<file path="config.mk">
export PLATFORM = sky130hd
export DESIGN_NAME = fp_mult_pipe
export DESIGN_NICKNAME = d
export VERILOG_FILES = /design/src/rtl/fp_pkg.sv /design/src/rtl/fpm_round_pack.sv /design/src/rtl/fp_mult_pipe.sv
export SDC_FILE = /design/constraint.sdc
export NUM_CORES = 2
export LEC_CHECK = 0
export BUFFER_PORTS_ARGS = -buffer_cell sky130_fd_sc_hd__buf_2
export CAP_MARGIN = 10
export CORE_ASPECT_RATIO = 0.6
export CORE_UTILIZATION = 30
export DETAILED_ROUTE_END_ITERATION = 10
export PLACE_DENSITY_LB_ADDON = 0.2
export SLEW_MARGIN = 10
export SYNTH_ARGS = -nofsm -noshare
export SYNTH_HDL_FRONTEND = slang
export SYNTH_SLANG_ARGS = --single-unit
</file>
<file path="constraint.sdc">
create_clock -name clk -period 2.8 [get_ports clk]
set_input_delay 0.14 -clock clk [delete_from_list [all_inputs] [get_ports clk]]
set_output_delay 0.14 -clock clk [all_outputs]
set_load 0.05 [all_outputs]
</file>
<file path="src/rtl/fp_pkg.sv">
// fp_pkg: shared operand classes, flag bit positions and format constants for the FP multiplier
package fp_pkg;
  typedef enum logic [1:0] {CLS_ZERO, CLS_NORM, CLS_INF, CLS_NAN} fp_class_e;
  localparam int FLAG_INV = 2;
  localparam int FLAG_OVF = 1;
  localparam int FLAG_UDF = 0;
  function automatic int bias(input int exp_w);
    return (1 << (exp_w - 1)) - 1;
  endfunction
  function automatic logic [63:0] qnan(input int exp_w, input int man_w);
    return (((64'd1 << exp_w) - 64'd1) << man_w) | (64'd1 << (man_w - 1));
  endfunction
endpackage

</file>
<file path="src/rtl/fpm_round_pack.sv">
// fpm_round_pack: final stage -- rounding (RNE when FPM_ROUND_RNE_EN is defined, else truncation), range check and packing
module fpm_round_pack
  import fp_pkg::*;
#(
  parameter int EXP_W = 8,
  parameter int MAN_W = 23
) (
  input  logic                      sign,
  input  fp_class_e                 cls,
  input  logic signed [EXP_W+1:0]   exp,
  input  logic [MAN_W-1:0]          man,
`ifdef FPM_ROUND_RNE_EN
  input  logic                      guard,
  input  logic                      sticky,
`endif
  output logic [EXP_W+MAN_W:0]      result,
  output logic [2:0]                flags
);
  localparam logic signed [EXP_W+1:0] EMAX = (EXP_W+2)'((1 << EXP_W) - 1);
  localparam logic [EXP_W+MAN_W:0] QNAN = (EXP_W+MAN_W+1)'(qnan(EXP_W, MAN_W));
  logic carry;
  logic [MAN_W-1:0] man_r;
  logic signed [EXP_W+1:0] exp_r;
`ifdef FPM_ROUND_RNE_EN
  // round up when above half, or exactly half with an odd lsb
  always_comb {carry, man_r} = {1'b0, man} + (MAN_W+1)'(guard & (sticky | man[0]));
`else
  // truncation never carries
  always_comb {carry, man_r} = {1'b0, man};
`endif
  assign exp_r = exp + $signed({{(EXP_W+1){1'b0}}, carry});
  // special classes first, then exponent range of the rounded normal result
  always_comb begin
    result = {sign, exp_r[EXP_W-1:0], man_r};
    flags  = '0;
    if (cls == CLS_NAN) begin
      result = QNAN;
      flags[FLAG_INV] = 1'b1;
    end else if (cls == CLS_INF) begin
      result = {sign, {EXP_W{1'b1}}, {MAN_W{1'b0}}};
    end else if (cls == CLS_ZERO) begin
      result = {sign, {(EXP_W+MAN_W){1'b0}}};
    end else if (exp_r >= EMAX) begin
      result = {sign, {EXP_W{1'b1}}, {MAN_W{1'b0}}};
      flags[FLAG_OVF] = 1'b1;
    end else if (exp_r <= 0) begin
      result = {sign, {(EXP_W+MAN_W){1'b0}}};
      flags[FLAG_UDF] = 1'b1;
    end
  end
endmodule

</file>
<file path="src/rtl/fp_mult_pipe.sv">
// fp_mult_pipe: 3-stage pipelined FP multiplier with global stall; FPM_ROUND_RNE_EN selects round-to-nearest-even over truncation
module fp_mult_pipe
  import fp_pkg::*;
#(
  parameter int EXP_W = 8,
  parameter int MAN_W = 23
) (
  input  logic                 clk,
  input  logic                 rst,
  input  logic                 in_valid,
  output logic                 in_ready,
  input  logic [EXP_W+MAN_W:0] a,
  input  logic [EXP_W+MAN_W:0] b,
  output logic                 out_valid,
  input  logic                 out_ready,
  output logic [EXP_W+MAN_W:0] result,
  output logic [2:0]           flags
);
  localparam int W = 1 + EXP_W + MAN_W;
  localparam logic signed [EXP_W+1:0] BIAS = (EXP_W+2)'(bias(EXP_W));
`ifdef FPM_ROUND_RNE_EN
  localparam int PW = 2*MAN_W + 2;
`else
  localparam int PW = MAN_W + 2;
`endif
  logic advance, shift;
  logic [EXP_W-1:0] ea, eb;
  logic [MAN_W-1:0] ma, mb, m_n, m2;
  logic [2*MAN_W+1:0] ma_x, mb_x;
  logic [PW-1:0] prod, p1;
  fp_class_e ca, cb, c_n, c1, c2;
  logic v1, v2, sg1, sg2;
  logic signed [EXP_W+1:0] e1, e2;
  logic [W-1:0] res_n;
  logic [2:0] flg_n;
`ifdef FPM_ROUND_RNE_EN
  logic g_n, st_n, g2, st2;
`endif
  assign advance  = !out_valid || out_ready;
  assign in_ready = advance;
  assign {ea, ma} = a[W-2:0];
  assign {eb, mb} = b[W-2:0];
  assign ma_x = {{(MAN_W+1){1'b0}}, 1'b1, ma};
  assign mb_x = {{(MAN_W+1){1'b0}}, 1'b1, mb};
`ifdef FPM_ROUND_RNE_EN
  assign prod = ma_x * mb_x;
`else
  assign prod = PW'((ma_x * mb_x) >> MAN_W);
`endif
  assign ca = ea == '0 ? CLS_ZERO : ea != '1 ? CLS_NORM : ma != '0 ? CLS_NAN : CLS_INF;
  assign cb = eb == '0 ? CLS_ZERO : eb != '1 ? CLS_NORM : mb != '0 ? CLS_NAN : CLS_INF;
  assign c_n = (ca == CLS_NAN || cb == CLS_NAN || (ca == CLS_INF && cb == CLS_ZERO) ||
                (ca == CLS_ZERO && cb == CLS_INF)) ? CLS_NAN :
               (ca == CLS_INF || cb == CLS_INF) ? CLS_INF :
               (ca == CLS_ZERO || cb == CLS_ZERO) ? CLS_ZERO : CLS_NORM;
  // S1: classify, multiply significands, sum exponents
  always_ff @(posedge clk or posedge rst)
    if (rst) begin
      v1  <= 1'b0;
      sg1 <= 1'b0;
      c1  <= CLS_ZERO;
      e1  <= '0;
      p1  <= '0;
    end else if (advance) begin
      v1  <= in_valid;
      sg1 <= a[W-1] ^ b[W-1];
      c1  <= c_n;
      e1  <= $signed({2'b00, ea}) + $signed({2'b00, eb}) - BIAS;
      p1  <= prod;
    end
  assign shift = p1[PW-1];
`ifdef FPM_ROUND_RNE_EN
  assign m_n  = shift ? p1[2*MAN_W:MAN_W+1] : p1[2*MAN_W-1:MAN_W];
  assign g_n  = shift ? p1[MAN_W] : p1[MAN_W-1];
  assign st_n = shift ? |p1[MAN_W-1:0] : |p1[MAN_W-2:0];
`else
  assign m_n = shift ? p1[MAN_W:1] : p1[MAN_W-1:0];
`endif
  // S2: normalise a product in [2,4) by one bit
  always_ff @(posedge clk or posedge rst)
    if (rst) begin
      v2  <= 1'b0;
      sg2 <= 1'b0;
      c2  <= CLS_ZERO;
      e2  <= '0;
      m2  <= '0;
`ifdef FPM_ROUND_RNE_EN
      g2  <= 1'b0;
      st2 <= 1'b0;
`endif
    end else if (advance) begin
      v2  <= v1;
      sg2 <= sg1;
      c2  <= c1;
      e2  <= e1 + $signed({{(EXP_W+1){1'b0}}, shift});
      m2  <= m_n;
`ifdef FPM_ROUND_RNE_EN
      g2  <= g_n;
      st2 <= st_n;
`endif
    end
  fpm_round_pack #(.EXP_W(EXP_W), .MAN_W(MAN_W)) u_round_pack (
    .sign   (sg2),
    .cls    (c2),
    .exp    (e2),
    .man    (m2),
`ifdef FPM_ROUND_RNE_EN
    .guard  (g2),
    .sticky (st2),
`endif
    .result (res_n),
    .flags  (flg_n)
  );
  // S3: output register, frozen while downstream stalls
  always_ff @(posedge clk or posedge rst)
    if (rst) begin
      out_valid <= 1'b0;
      result    <= '0;
      flags     <= '0;
    end else if (advance) begin
      out_valid <= v2;
      result    <= res_n;
      flags     <= flg_n;
    end
endmodule

</file>
==> impl_metrics.env <==
export IMPL_outcome="complete, but fails checks"
export IMPL_violations="negative setup slack"
export IMPL_r2r_start="out_valid"
export IMPL_grt_pass1_wl_mm=119
export IMPL_clock_skew_ns=0.0112
export IMPL_via_count=18100
export IMPL_viasPerCell=4.70
export IMPL_min_period_ns=6.10
export IMPL_gp_congestion=0.923
export IMPL_relSlewSlack_pct=55.0
export IMPL_timing_hold_ws_ns=0.00821
export IMPL_grt_max_degree=145
export IMPL_final_cell_mix="inv_1, fa_1, nand2_1"
export IMPL_route_met3_wl_mm=6.85
export IMPL_clk_pin_slew_ns=0.07
export IMPL_avgSynthCellArea_um2=9.10
export IMPL_ant_nets=0
export IMPL_cts_buffers=9
export IMPL_hpwl_mm=65.3
export IMPL_ios=105
export IMPL_critical_path_arrival_ns=6.35
export IMPL_cts_sink_count=112
export IMPL_die_h_um=217
export IMPL_fmax_mhz=164
export IMPL_cp_max_fo=7
export IMPL_yosys_warnings=0
export IMPL_synthToLayoutAreaGrowth_pct=25.0
export IMPL_fp_dieW_um=360
export IMPL_clk_latency_ns=0.36
export IMPL_core_area_um2=75800
export IMPL_cts_tree="done"
export IMPL_slowest_stage="fa_1"
export IMPL_rsz0062_at_grt="yes"
export IMPL_fin_crit_sh_pct=218
export IMPL_synth_cell_types=61
export IMPL_grt_pass1_vias=19200
export IMPL_portBuffers=104
export IMPL_grt_ovfl_total=0
export IMPL_ys_seq_elements=112
export IMPL_antenna_found_initial=7
export IMPL_wl_met2_mm=30.4
export IMPL_final_nets=3584
export IMPL_syn_nets=3272
export IMPL_ys_seq_area_share_pct=12.1
export IMPL_worstHoldStart="in_valid"
export IMPL_final_hold_viol_count=0
export IMPL_routedWlPerCell_um=20.2
export IMPL_path_class="in2reg"
export IMPL_syn_inst=2536
export IMPL_critPathLaunch="a[15]"
export IMPL_firstDrtPassIters=5
export IMPL_initial_core_util_pct=30.4
export IMPL_endpoint_kind="flop"
export IMPL_h_tree_depth=3
export IMPL_first_iter_violations=1455
export IMPL_clk_path_buf_depth=2
export IMPL_max_cap_viol_count=0
export IMPL_layout_drive_gt1_share_pct=21.6
export IMPL_fp_row_count=78
export IMPL_worstPathCellList="buf_12 > buf_12 > buf_6 > and2_4 > fa_1 > fa_1 > inv_2 > fa_2 > fa_1 > inv_1 > fa_1 > fa_1 > inv_1 > fa_1 > inv_2 > ha_4 > a21o_1 > a21o_1 > a311oi_1 > o22ai_1 > o21a_2 > a211o_1 > a31oi_2 > mux2_4"
export IMPL_cts_root_buffer="clkbuf_16"
export IMPL_tightest_slew_ns=0.674
export IMPL_setup_viol=25
export IMPL_finalSetupTns_ns=-78.11
export IMPL_drv_slew=0
export IMPL_wirelength_mm=77.8
export IMPL_die_area_um2=78100
export IMPL_top_layer_used="met5"
export IMPL_nFillCells=7673
export IMPL_start_kind="input pin"
export IMPL_multi_input_area_um2=18400
export IMPL_dp_slack_ns=-4.19
export IMPL_fin_ws_ns=-3.30
export IMPL_ys_async_sr_fraction_pct=100
export IMPL_gr_usage_all_layers_pct=20.2
export IMPL_synth_area_um2=23100
export IMPL_drc=0
export IMPL_crit_path_frequent_cell="fa_1"
export IMPL_critPathMaxStageDelay_ns=0.53
export IMPL_drt_met1_wl_mm=40.0
export IMPL_layout_commonest_cell="inv_1"
export IMPL_yosys_most_used_dff="dfrtp_1"
export IMPL_required_ns=3.05
export IMPL_synth_edff_count=0
export IMPL_hp_class="in2reg"
export IMPL_regArea_um2=2800
-- metal layers --
layer / track usage (%) / up-vias
met5: 0 / -
met4: 1.72 / 2
met3: 5.51 / 42
met2: 27.6 / 558
met1: 32.2 / 9294
li1: - / 8213
-- worst max-delay path: cells and delay by family --
kind / cells / cell delay [ns]
AND/OR/NAND/NOR: 1 / 0.13
buffers and inverters: 7 / 0.61
multiplexers: 1 / 0.31
adder cells (fa/ha/maj): 8 / 3.61
AO/OA/AOI/OAI: 7 / 1.53
-- timing repair --
item                                    CTS  global route
pin swaps                                63            56
hold buffers                              1             0
cloned                                    6             2
buffers inserted                         20            17
gates resized for setup                 186           109
endpoints found under the setup margin   25            25
endpoints found under the hold margin    24             0
-- cell usage after synthesis (2+ instances only) --
cell / n / area (µm²)
and3_1: 8 / 50.1
nor2b_1: 2 / 12.5
and2_1: 232 / 1450
nand2b_1: 3 / 18.8
nand3b_1: 3 / 22.5
nor3_1: 9 / 45.0
a31oi_1: 6 / 37.5
nand4b_1: 2 / 17.5
a22o_1: 22 / 193
a211oi_1: 7 / 52.6
o21ai_1: 3 / 15.0
inv_1: 584 / 2190
fa_1: 482 / 9650
clkinv_1: 3 / 11.3
dfrtp_1: 112 / 2800
o21ai_0: 71 / 355
a2111oi_0: 2 / 17.5
clkbuf_1: 112 / 420
buf_2: 3 / 15.0
a21oi_1: 59 / 295
ha_1: 186 / 2330
nor2_1: 80 / 300
o31ai_1: 4 / 30.0
o21bai_1: 10 / 75.1
xnor2_1: 22 / 193
or4_1: 4 / 30.0
o211ai_1: 3 / 22.5
mux2i_1: 23 / 230
nand3_1: 15 / 75.1
xor2_1: 14 / 123
o21a_1: 6 / 45.0
buf_1: 5 / 18.8
nand4_1: 12 / 75.1
nor3b_1: 4 / 30.0
nand2_1: 371 / 1390
a21o_1: 15 / 113
nor4_1: 13 / 81.3
-- path summary, 6_finish.rpt --
path | end | slack, ns | cells past startpoint
max | p1[18] | -3.30 | 24
min | v1 | 0.008 | 3
max reg2reg | result[8] | 0.90 | 6
min reg2reg | v2 | 0.46 | 2
max in group asynchronous | result[30] | 1.66 | 4
min in group asynchronous | result[3] | 0.43 | 3
-- metrics by stage --
step	cell area [µm²]	instances	util [%]
after floorplan	23600	2536	-
after global placement	27000	3792	35.6
after detailed placement	27000	3792	35.6
after CTS	28300	3834	37.3
after global routing	28800	3855	38.0
final	28800	3857	38.0
-- registers in the layout, indices dropped and copies added, names as in the netlist --
name,flops
v1,1
e1,10
e2,10
c2,2
v2,1
result,32
out_valid,1
p1,25
c1,2
sg2,1
m2,23
sg1,1
flags,3
-- kinds of logic (layout without fill, tap and decap cells) --
family / after synthesis / in the layout / share of synthesized area [%]
AOI/OAI and AO/OA: 225 / 225 / 6.16
and+or+nand+nor: 764 / 764 / 15.9
buffers and inverters: 707 / 1023 / 11.5
adders and majority gates: 668 / 668 / 51.9
muxes: 24 / 24 / 1.05
DFF: 112 / 112 / 12.1
xor gates and xnor gates: 36 / 36 / 1.37
other: 0 / 5 / 0
-- area by class of cell --
cell class,instances,share of cell area (%)
diodes,5,0.0434
clock buffers,10,0.829
clock inverters,5,0.169
inverters,587,7.74
multi-input cells,1717,63.7
flip-flops and latches,112,9.72
well taps,1000,4.34
repair buffers,421,13.5
Power is not shown: default switching activity piles up to over one toggle a cycle in this logic, so the estimate is an artifact.
